**config.mk**
```make
export PLATFORM = sky130hd
export DESIGN_NAME = i2f_share_arbiter
export DESIGN_NICKNAME = d
export VERILOG_FILES = /design/src/rtl/i2f_share_arbiter.sv
export SDC_FILE = /design/constraint.sdc
export NUM_CORES = 1
export LEC_CHECK = 0
export ABC_AREA = 1
export BUFFER_PORTS_ARGS = -buffer_cell sky130_fd_sc_hd__buf_2
export CORE_MARGIN = 3
export CORE_UTILIZATION = 45
export CTS_BUF_LIST = sky130_fd_sc_hd__clkbuf_4
export DETAILED_ROUTE_END_ITERATION = 7
export GPL_ROUTABILITY_DRIVEN = 1
export HOLD_SLACK_MARGIN = 0.1
export MAX_ROUTING_LAYER = met4
export PLACE_DENSITY_LB_ADDON = 0.12
export SLEW_MARGIN = 40
export SYNTH_ARGS = -nofsm -noshare
export SYNTH_HDL_FRONTEND = slang
export SYNTH_SLANG_ARGS = --single-unit
```
**constraint.sdc**
```tcl
create_clock -name clock -period 3 [get_ports clock]
set_clock_uncertainty 0.15 [all_clocks]
set_input_delay 0.3 -clock clock [delete_from_list [all_inputs] [get_ports clock]]
set_output_delay 0.3 -clock clock [all_outputs]
set_load 0.03 [all_outputs]
```
**src/rtl/i2f_share_arbiter.sv**
```systemverilog
// rtl/i2f_share_arbiter.sv - round-robin sharing of one int->recFN32 converter among NREQ requesters
//
// Two-stage pipeline: stage A holds the granted operand and drives the external
// converter; stage B captures the converter result with the requester tag.
//
// Ports:
//   clock, reset_n            clock and synchronous active-low reset
//   req_valid/req_ready       per-requester handshake (ready is one-hot or zero)
//   req_data/req_signed/req_rm  per-requester operand, signedness, rounding mode
//   cvt_in/cvt_signed/cvt_rm  to converter, driven from stage A
//   cvt_out/cvt_exc           from converter, captured into stage B
//   resp_valid/resp_ready     result handshake
//   resp_data/resp_exc/resp_tag  recoded result, flags, originating requester
//   flags_clr/acc_flags       sticky flag accumulator (I2F_ARB_FLAG_ACCUM_EN only;
//                             otherwise acc_flags is 0 and flags_clr is ignored)
//
// Optional feature macro: I2F_ARB_FLAG_ACCUM_EN

module i2f_share_arbiter #(
  parameter int NREQ = 4
) (
  input  logic              clock,
  input  logic              reset_n,
  input  logic [NREQ-1:0]   req_valid,
  output logic [NREQ-1:0]   req_ready,
  input  logic [NREQ*32-1:0] req_data,
  input  logic [NREQ-1:0]   req_signed,
  input  logic [NREQ*3-1:0] req_rm,
  output logic [31:0]       cvt_in,
  output logic              cvt_signed,
  output logic [2:0]        cvt_rm,
  input  logic [32:0]       cvt_out,
  input  logic [4:0]        cvt_exc,
  output logic              resp_valid,
  input  logic              resp_ready,
  output logic [32:0]       resp_data,
  output logic [4:0]        resp_exc,
  output logic [2:0]        resp_tag,
  input  logic              flags_clr,
  output logic [4:0]        acc_flags
);

  logic [2:0]      rr_ptr;
  logic            a_valid;
  logic [31:0]     a_data;
  logic            a_signed;
  logic [2:0]      a_rm;
  logic [2:0]      a_tag;
  logic            b_valid;
  logic [32:0]     b_data;
  logic [4:0]      b_exc;
  logic [2:0]      b_tag;

  logic            b_adv;
  logic            a_adv;
  logic            a_free;
  logic [NREQ-1:0] grant;
  logic            gnt_any;
  logic [2:0]      gnt_idx;
  logic [31:0]     sel_data;
  logic            sel_signed;
  logic [2:0]      sel_rm;
  logic [2:0]      next_ptr;

  assign b_adv  = !b_valid || resp_ready;
  assign a_adv  = a_valid && b_adv;
  assign a_free = !a_valid || a_adv;

  // Scan from rr_ptr upward with wrap; the first asserted valid wins.
  always_comb begin
    grant   = '0;
    gnt_any = 1'b0;
    gnt_idx = 3'd0;
    for (int k = 0; k < NREQ; k++) begin
      if (!gnt_any && req_valid[(int'(rr_ptr) + k) % NREQ]) begin
        grant[(int'(rr_ptr) + k) % NREQ] = 1'b1;
        gnt_idx = 3'((int'(rr_ptr) + k) % NREQ);
        gnt_any = 1'b1;
      end
    end
    // Nothing is offered while stage A cannot take it or while held in reset.
    if (!a_free || !reset_n) begin
      grant   = '0;
      gnt_any = 1'b0;
    end
  end

  always_comb begin
    sel_data   = req_data[32*int'(gnt_idx) +: 32];
    sel_signed = req_signed[gnt_idx];
    sel_rm     = req_rm[3*int'(gnt_idx) +: 3];
    next_ptr   = (int'(gnt_idx) == NREQ-1) ? 3'd0 : gnt_idx + 3'd1;
  end

  assign req_ready  = grant;
  assign cvt_in     = a_data;
  assign cvt_signed = a_signed;
  assign cvt_rm     = a_rm;
  assign resp_valid = b_valid && reset_n;
  assign resp_data  = b_data;
  assign resp_exc   = b_exc;
  assign resp_tag   = b_tag;

  always_ff @(posedge clock) begin
    if (!reset_n) begin
      rr_ptr   <= 3'd0;
      a_valid  <= 1'b0;
      a_data   <= 32'd0;
      a_signed <= 1'b0;
      a_rm     <= 3'd0;
      a_tag    <= 3'd0;
      b_valid  <= 1'b0;
      b_data   <= 33'd0;
      b_exc    <= 5'd0;
      b_tag    <= 3'd0;
    end else begin
      if (gnt_any) begin
        a_valid  <= 1'b1;
        a_data   <= sel_data;
        a_signed <= sel_signed;
        a_rm     <= sel_rm;
        a_tag    <= gnt_idx;
        rr_ptr   <= next_ptr;
      end else if (a_adv) begin
        a_valid <= 1'b0;
      end

      if (a_adv) begin
        b_valid <= 1'b1;
        b_data  <= cvt_out;
        b_exc   <= cvt_exc;
        b_tag   <= a_tag;
      end else if (b_adv) begin
        b_valid <= 1'b0;
      end
    end
  end

`ifdef I2F_ARB_FLAG_ACCUM_EN
  logic [4:0] acc_q;
  logic [4:0] fire_exc;

  assign fire_exc = (resp_valid && resp_ready) ? b_exc : 5'd0;

  // A clear coinciding with a fire keeps only the firing op's flags.
  always_ff @(posedge clock) begin
    if (!reset_n) begin
      acc_q <= 5'd0;
    end else if (flags_clr) begin
      acc_q <= fire_exc;
    end else begin
      acc_q <= acc_q | fire_exc;
    end
  end

  assign acc_flags = acc_q;
`else
  logic unused_flags_clr;
  assign unused_flags_clr = flags_clr;
  assign acc_flags        = 5'd0;
`endif

endmodule

```
# [Word-level counts from Yosys, hierarchy flattened]
# Index checks and enable logic that the tools add are counted.
[word_totals] in_bits=190 rom_bits=0 latchBits=0 output_inout_bits=87 mem_bits_rw=0 reg_bits=84 word_cells=97 mem_count=0
[classes] magnitude_cmp=9 n_shift=2 add_sub_neg=4 multipliers=1 n_eq_ne=1 n_div=0 n_bitwise=6 reduce_logical=24 mux=40
[ops] cell="variable part select 128 x 9 -> 32 bit" n=1
[ops] cell="2-to-1 mux 1 bit" n=21
[ops] cell="2-to-1 mux 4 bit" n=5
[ops] cell="< comparator 3 x 4 -> 1 bit (second input constant)" n=3
[ops] cell="bitwise OR 4 bit" n=3
[ops] cell="variable part select 12 x 6 -> 3 bit" n=1
[ops] cell="binary-select mux 1 bit (select 2 bit)" n=5
[ops] cell="greater-or-equal comparator 3 x 1 -> 1 bit (second input constant)" n=3
[ops] cell="logical AND 1 bit" n=9
[ops] cell="2-to-1 mux 3 bit" n=3
[ops] cell="demux 1 bit (select 2 bit)" n=4
[ops] cell="logical NOT 1 bit" n=7
[ops] cell="OR reduction 2 bit" n=3
[ops] cell="multiplier 2 x 3 -> 5 bit (first input constant)" n=1
[ops] cell="adder 2 x 1 -> 2 bit (second input constant)" n=2
[ops] cell="adder 2 bit (second input constant)" n=2
[ops] cell="2-to-1 mux 2 bit" n=2
[ops] cell="nonzero test 2 bit" n=2
[ops] cell="bitwise AND 1 bit (first input constant)" n=3
[ops] cell="equality test 3 bit (second input constant)" n=1
[ops] cell="logical OR 1 bit" n=3
[ops] cell="< comparator 2 x 3 -> 1 bit (second input constant)" n=1
[ops] cell="< comparator 3 bit (second input constant)" n=1
[ops] cell="greater-or-equal comparator 2 x 1 -> 1 bit (second input constant)" n=1

# [Longest topological paths before layout]
[depth] word_depth=16 mapped_depth=17 depth_no_buf=15

# [Least setup slack after synthesis]
# Ideal clock, no wire load.
[synth_path] kind="reg-to-output" from="reg rr_ptr[0]" to="out req_ready[3]" path_slack_ps=637 path_buffers=1 required_time_ps=2550 stages_incl_launch_ff=11 t_arrival_ps=1913 cell_sequence="dfxtp_1 -> buf_6 -> inv_6 -> ha_1 -> nand3_1 -> nand2_2 -> nor3_1 -> nand3_1 -> nand4_1 -> nand2_1 -> inv_1"
[synth_via] elab_chain_len=14 elab_cells_between_ends=57
[synth_lines] element="from (decl)" line="43" rtl="logic [2:0] rr_ptr;"
[synth_lines] element="from (signal assigned)" line="123" rtl="rr_ptr <= next_ptr;"
[synth_lines] element="adder 2 x 1 -> 2 bit" line="75, 76"
[synth_lines] element="OR reduction 2 bit (no line)"
[synth_lines] element="bitwise AND 1 bit (no line)"
[synth_lines] element="< comparator 3 x 4 -> 1 bit (not written as such) or greater-or-equal comparator 3 x 1 -> 1 bit (tied branches)" line="76" rtl="grant[(int'(rr_ptr) + k) % NREQ] = 1'b1;"
[synth_lines] element="logical AND 1 bit (not written as such)" line="76"
[synth_lines] element="2-to-1 mux 1 bit (not written as such)" line="76"
[synth_lines] element="demux 1 bit (select 2 bit)" line="76"
[synth_lines] element="bitwise OR 4 bit (no line)"
[synth_lines] element="2-to-1 mux 4 bit" line="75" rtl="if (!gnt_any && req_valid[(int'(rr_ptr) + k) % NREQ]) begin"
[synth_lines] element="bitwise OR 4 bit (no line)"
[synth_lines] element="2-to-1 mux 4 bit" line="75"
[synth_lines] element="bitwise OR 4 bit (no line)"
[synth_lines] element="2-to-1 mux 4 bit *" line="75"
[synth_lines] element="2-to-1 mux 4 bit *" line="82" rtl="if (!a_free || !reset_n) begin"
[synth_lines] element="to (decl)" line="25" rtl="output logic [NREQ-1:0] req_ready,"
# Every way passes the cells marked *; elsewhere a longest branch is shown, timed or not. The select of a mux whose other input is x is not followed.

# [Final worst setup path]
[layout_path] from="reg rr_ptr[0]" to="reg a_data[16], in the netlist cvt_in[16]"
[layout_via] elab_chain_len=13 elab_cells_between_ends=36
[layout_lines] element="adder 2 x 1 -> 2 bit or binary-select mux 1 bit (select 2 bit) (tied branches)" line="75, 77"
[layout_lines] element="binary-select mux 1 bit (select 2 bit) or 2-to-1 mux 1 bit (tied branches)" line="75"
[layout_lines] element="2-to-1 mux 1 bit (not written as such)" line="75"
[layout_lines] element="2-to-1 mux 1 bit (not written as such) or logical NOT 1 bit (tied branches)" line="75"
[layout_lines] element="logical AND 1 bit" line="75"
[layout_lines] element="2-to-1 mux 1 bit" line="75"
[layout_lines] element="logical NOT 1 bit" line="75"
[layout_lines] element="logical AND 1 bit" line="75"
[layout_lines] element="2-to-1 mux 1 bit" line="75"
[layout_lines] element="logical NOT 1 bit" line="75"
[layout_lines] element="logical AND 1 bit" line="75"
[layout_lines] element="2-to-1 mux 3 bit or 2-to-1 mux 1 bit (tied branches)" line="75"
[layout_lines] element="variable part select 128 x 9 -> 32 bit or 2-to-1 mux 1 bit (tied branches)" line="89, 82"
[layout_lines] element="to (signal assigned)" line="119" rtl="a_data <= sel_data;"
[layout_lines] element="to (decl)" line="45" rtl="logic [31:0] a_data;"
# Parallel ways exist; a longest one is shown, timed or not. The select of a mux whose other input is x is not followed.
# A chain may end at the register's enable or synchronous reset.

==> out/results.ini <==
[synthesis]
yosys_warnings=0
synth_mux_area_share_pct=0
synthFlopType=dfxtp_1
synthArstFlopShare_pct=0
synthCells=730
synth_edf_count=0
synth-seq-cells=82
synthTopCellsByCount=207 x nand2_1, 96 x nand3_1, 96 x nor2_1
netlist_area_um2=4693
synth_top_family_by_area=simple AND/OR/NAND/NOR gates
yosysMostFrequentCell=nand2_1
synth_compound_area_share_pct=8.691
synth.largest_area_cell=dfxtp_1
ys_seq_area_share_pct=34.98
synth_fa_ha_area_share_pct=1.866
synth_top_cell_area_share_pct=34.98
syn_area_per_cell_um2=6.429
synth_simple_gate_area_share_pct=43.96
synth.area.top_cells=dfxtp_1 35%, nand2_1 17%, nand3_1 10%
synth_cell_types=32
synth_xor_area_share_pct=0

[pwr]
power_w=0.007975
ir_drop_uv=947.8
p_int_w=0.003417
power_frac_clock_pct=8.4
powerDensity_nw_per_um2=1027
p_leak_nw=4.167
p_sw_w=0.004558
comb_power_share_pct=70.6
swShare_pct=57.15
seqPwrFrac_pct=21.0

[final_layout]
nets=1327
area_delta_synth_final_pct=65.45
drive_above_1_share_pct=28.81
nFillCells=703
fin_cells=1275

[placed_design]
io_buffers=269
dp.cells=1100
gp_congestion=0.8808
dp_hpwl_mm=11.38

[route]
vias_per_cell=5.276
post_drt_wl_per_cell_um=16.46
postRouteAntennaNets=0
route.detailed.drc=0
drt_iter0_markers=483
num_vias=6727
routed_wirelength_mm=20.98
dr.pass1.iters=5

[global_route]
gr-usage-met3_pct=7.164
antenna_found_initial=6
grt-ovfl-total=0
grt_pass1_vias=6743
grt.busiest_layer=met2
gr-usage-met2_pct=60.70
gr-usage-met1_pct=40.67
grt_max_degree=82
grt_pass1_wl_mm=33.36
grt_use_total_pct=36.84

[floorplanning]
fp.dieH_um=108.1
pin_count=277
initial_core_util_pct=47.15
fp.dieW_um=108.1
core_area_um2=9955
floorplan.die_area_um2=11690
fp-row-count=36

[setup_path]
critPathKind=reg -> reg
path_max_fanout=40
arrival_ps=3110
crit_path_end_kind=flop
crit_path_start_kind=flop
required_ps=3220
r2r_slack_ps=120

[job]
maxCapViolations=0

[sta]
slew_viol_final=0
hold_viol=0
period_share_pct=96.10
min_period_ps=2883
tightest_slew_ps=770.7
finalSetupTns_ps=0
rsz0062_at_grt=true
setup_viol=0
max_freq_ghz=0.3469
relSlewSlack_pct=48.62

[clock_network]
cts.path.max_buffers=2
insertion_delay_ps=430
post-cts-setup-buffer-count=0
cts-buffers-inserted=9
clkTransAtPathRegs_ps=170
cts_tree=built
clockRootBuffer=clkbuf_4
htreeDepth=3
cts_sinks=82

[status]
outcome=completed

[hold_path]
worstHoldPathType=in -> reg

-- metal layers --
| metal | routed length [um] | share of wire (%) |
|---|---|---|
| met1 | 7491 | 36 |
| met2 | 10010 | 48 |
| met3 | 1982 | 9.4 |
| met4 | 1501 | 7.2 |
| met5 | 0 | 0 |
-- critical path, cell delays in order, from the launching register on --
cell and delay, ps:
dfxtp_1 430, inv_6 80, ha_1 360, inv_1 110
nand2_1 80, nand2_2 140, o21ai_1 90, nand2_2 260
nand3_4 150, inv_4 220, buf_12 250, nand2_1 100
nand3_1 110, nand2_1 70, nor2_1 200
-- final cells by class --
type                    instances  area (um2)  share of cell area, %
diodes                          7       17.52                 0.2256
clock buffers                   9       67.56                 0.8701
clock inverters                 7       72.57                 0.9346
inverters                      56       217.7                  2.804
multi-input cells             546        2589                  33.34
flip-flops and latches         82        1642                  21.14
well taps                     133       166.4                  2.143
repair buffers                435        2993                  38.54
-- power by group through the flow --
stage / clock [W] / sequential, W / combinational [W]
finish: 0.000673 / 0.00167 / 0.00563
global route: 0.000709 / 0.00171 / 0.00615
CTS: 0.000667 / 0.00165 / 0.00526
detailed placement: 0 / 0.00167 / 0.00509
global placement: 0 / 0.00166 / 0.00507
floorplan: 0 / 0.00232 / 0.00328
-- registers in the layout, summed over array words and instances (netlist names), 2 cells and up --
| signal | flops |
|---|---|
| resp_data | 33 |
| cvt_in | 32 |
| resp_exc | 5 |
| cvt_rm | 3 |
| a_tag | 2 |
| resp_tag | 2 |
| rr_ptr | 2 |
-- final timing paths --
kind	startpoint	endpoint	depth (start not counted)
worst max-delay path	rr_ptr[0]	cvt_in[16]	14
worst min-delay path	req_data[91]	cvt_in[27]	7
worst max register to register	rr_ptr[0]	cvt_in[16]	14
worst min register to register	a_tag[1]	resp_tag[1]	2
-- cells by family after synthesis --
logic type	after synthesis
buffers and inverters	107
AOI/OAI and AO/OA	72
DFF	82
and+or+nand+nor	461
adders and majority gates	7
other	1
-- what timing repair did --
action	4_1_cts	5_1_grt
hold buffers	152	0
endpoints found under the setup margin	0	10
gates resized for setup	0	6
hold endpoints to repair	73	0
-- cell usage in the layout, fill, tap and decap left out, types with 3 or more instances in the layout --
master,count
o211ai_1,14
a21oi_1,6
buf_2,269
nand4_1,17
inv_1,49
diode_2,7
inv_2,5
clkbuf_4,9
nand2_1,207
and3_1,12
clkinvlp_4,3
inv_8,3
nand3_1,96
nand2_2,10
conb_1,6
o21ai_1,3
buf_4,11
a22oi_1,3
ha_1,7
o21ai_0,44
nor2_1,95
or2_1,13
dlygate4sd3_1,152
dfxtp_1,82
-- stage by stage --
| step | hold slack (ps) | worst slack [ps] | util (%) | cell area [um2] |
|---|---|---|---|---|
| floorplan | 279.9 | 637.1 | - | 4712 |
| global placement | 301.9 | 294.4 | 60.96 | 6068 |
| detailed placement | 311.2 | 260.8 | 60.96 | 6068 |
| CTS | 101.2 | 35.90 | 77.65 | 7730 |
| global route | 104.9 | -9.784 | 77.98 | 7762 |
| finish | 90.49 | 117.1 | 78.00 | 7765 |
(Power assumes the default switching activity.)
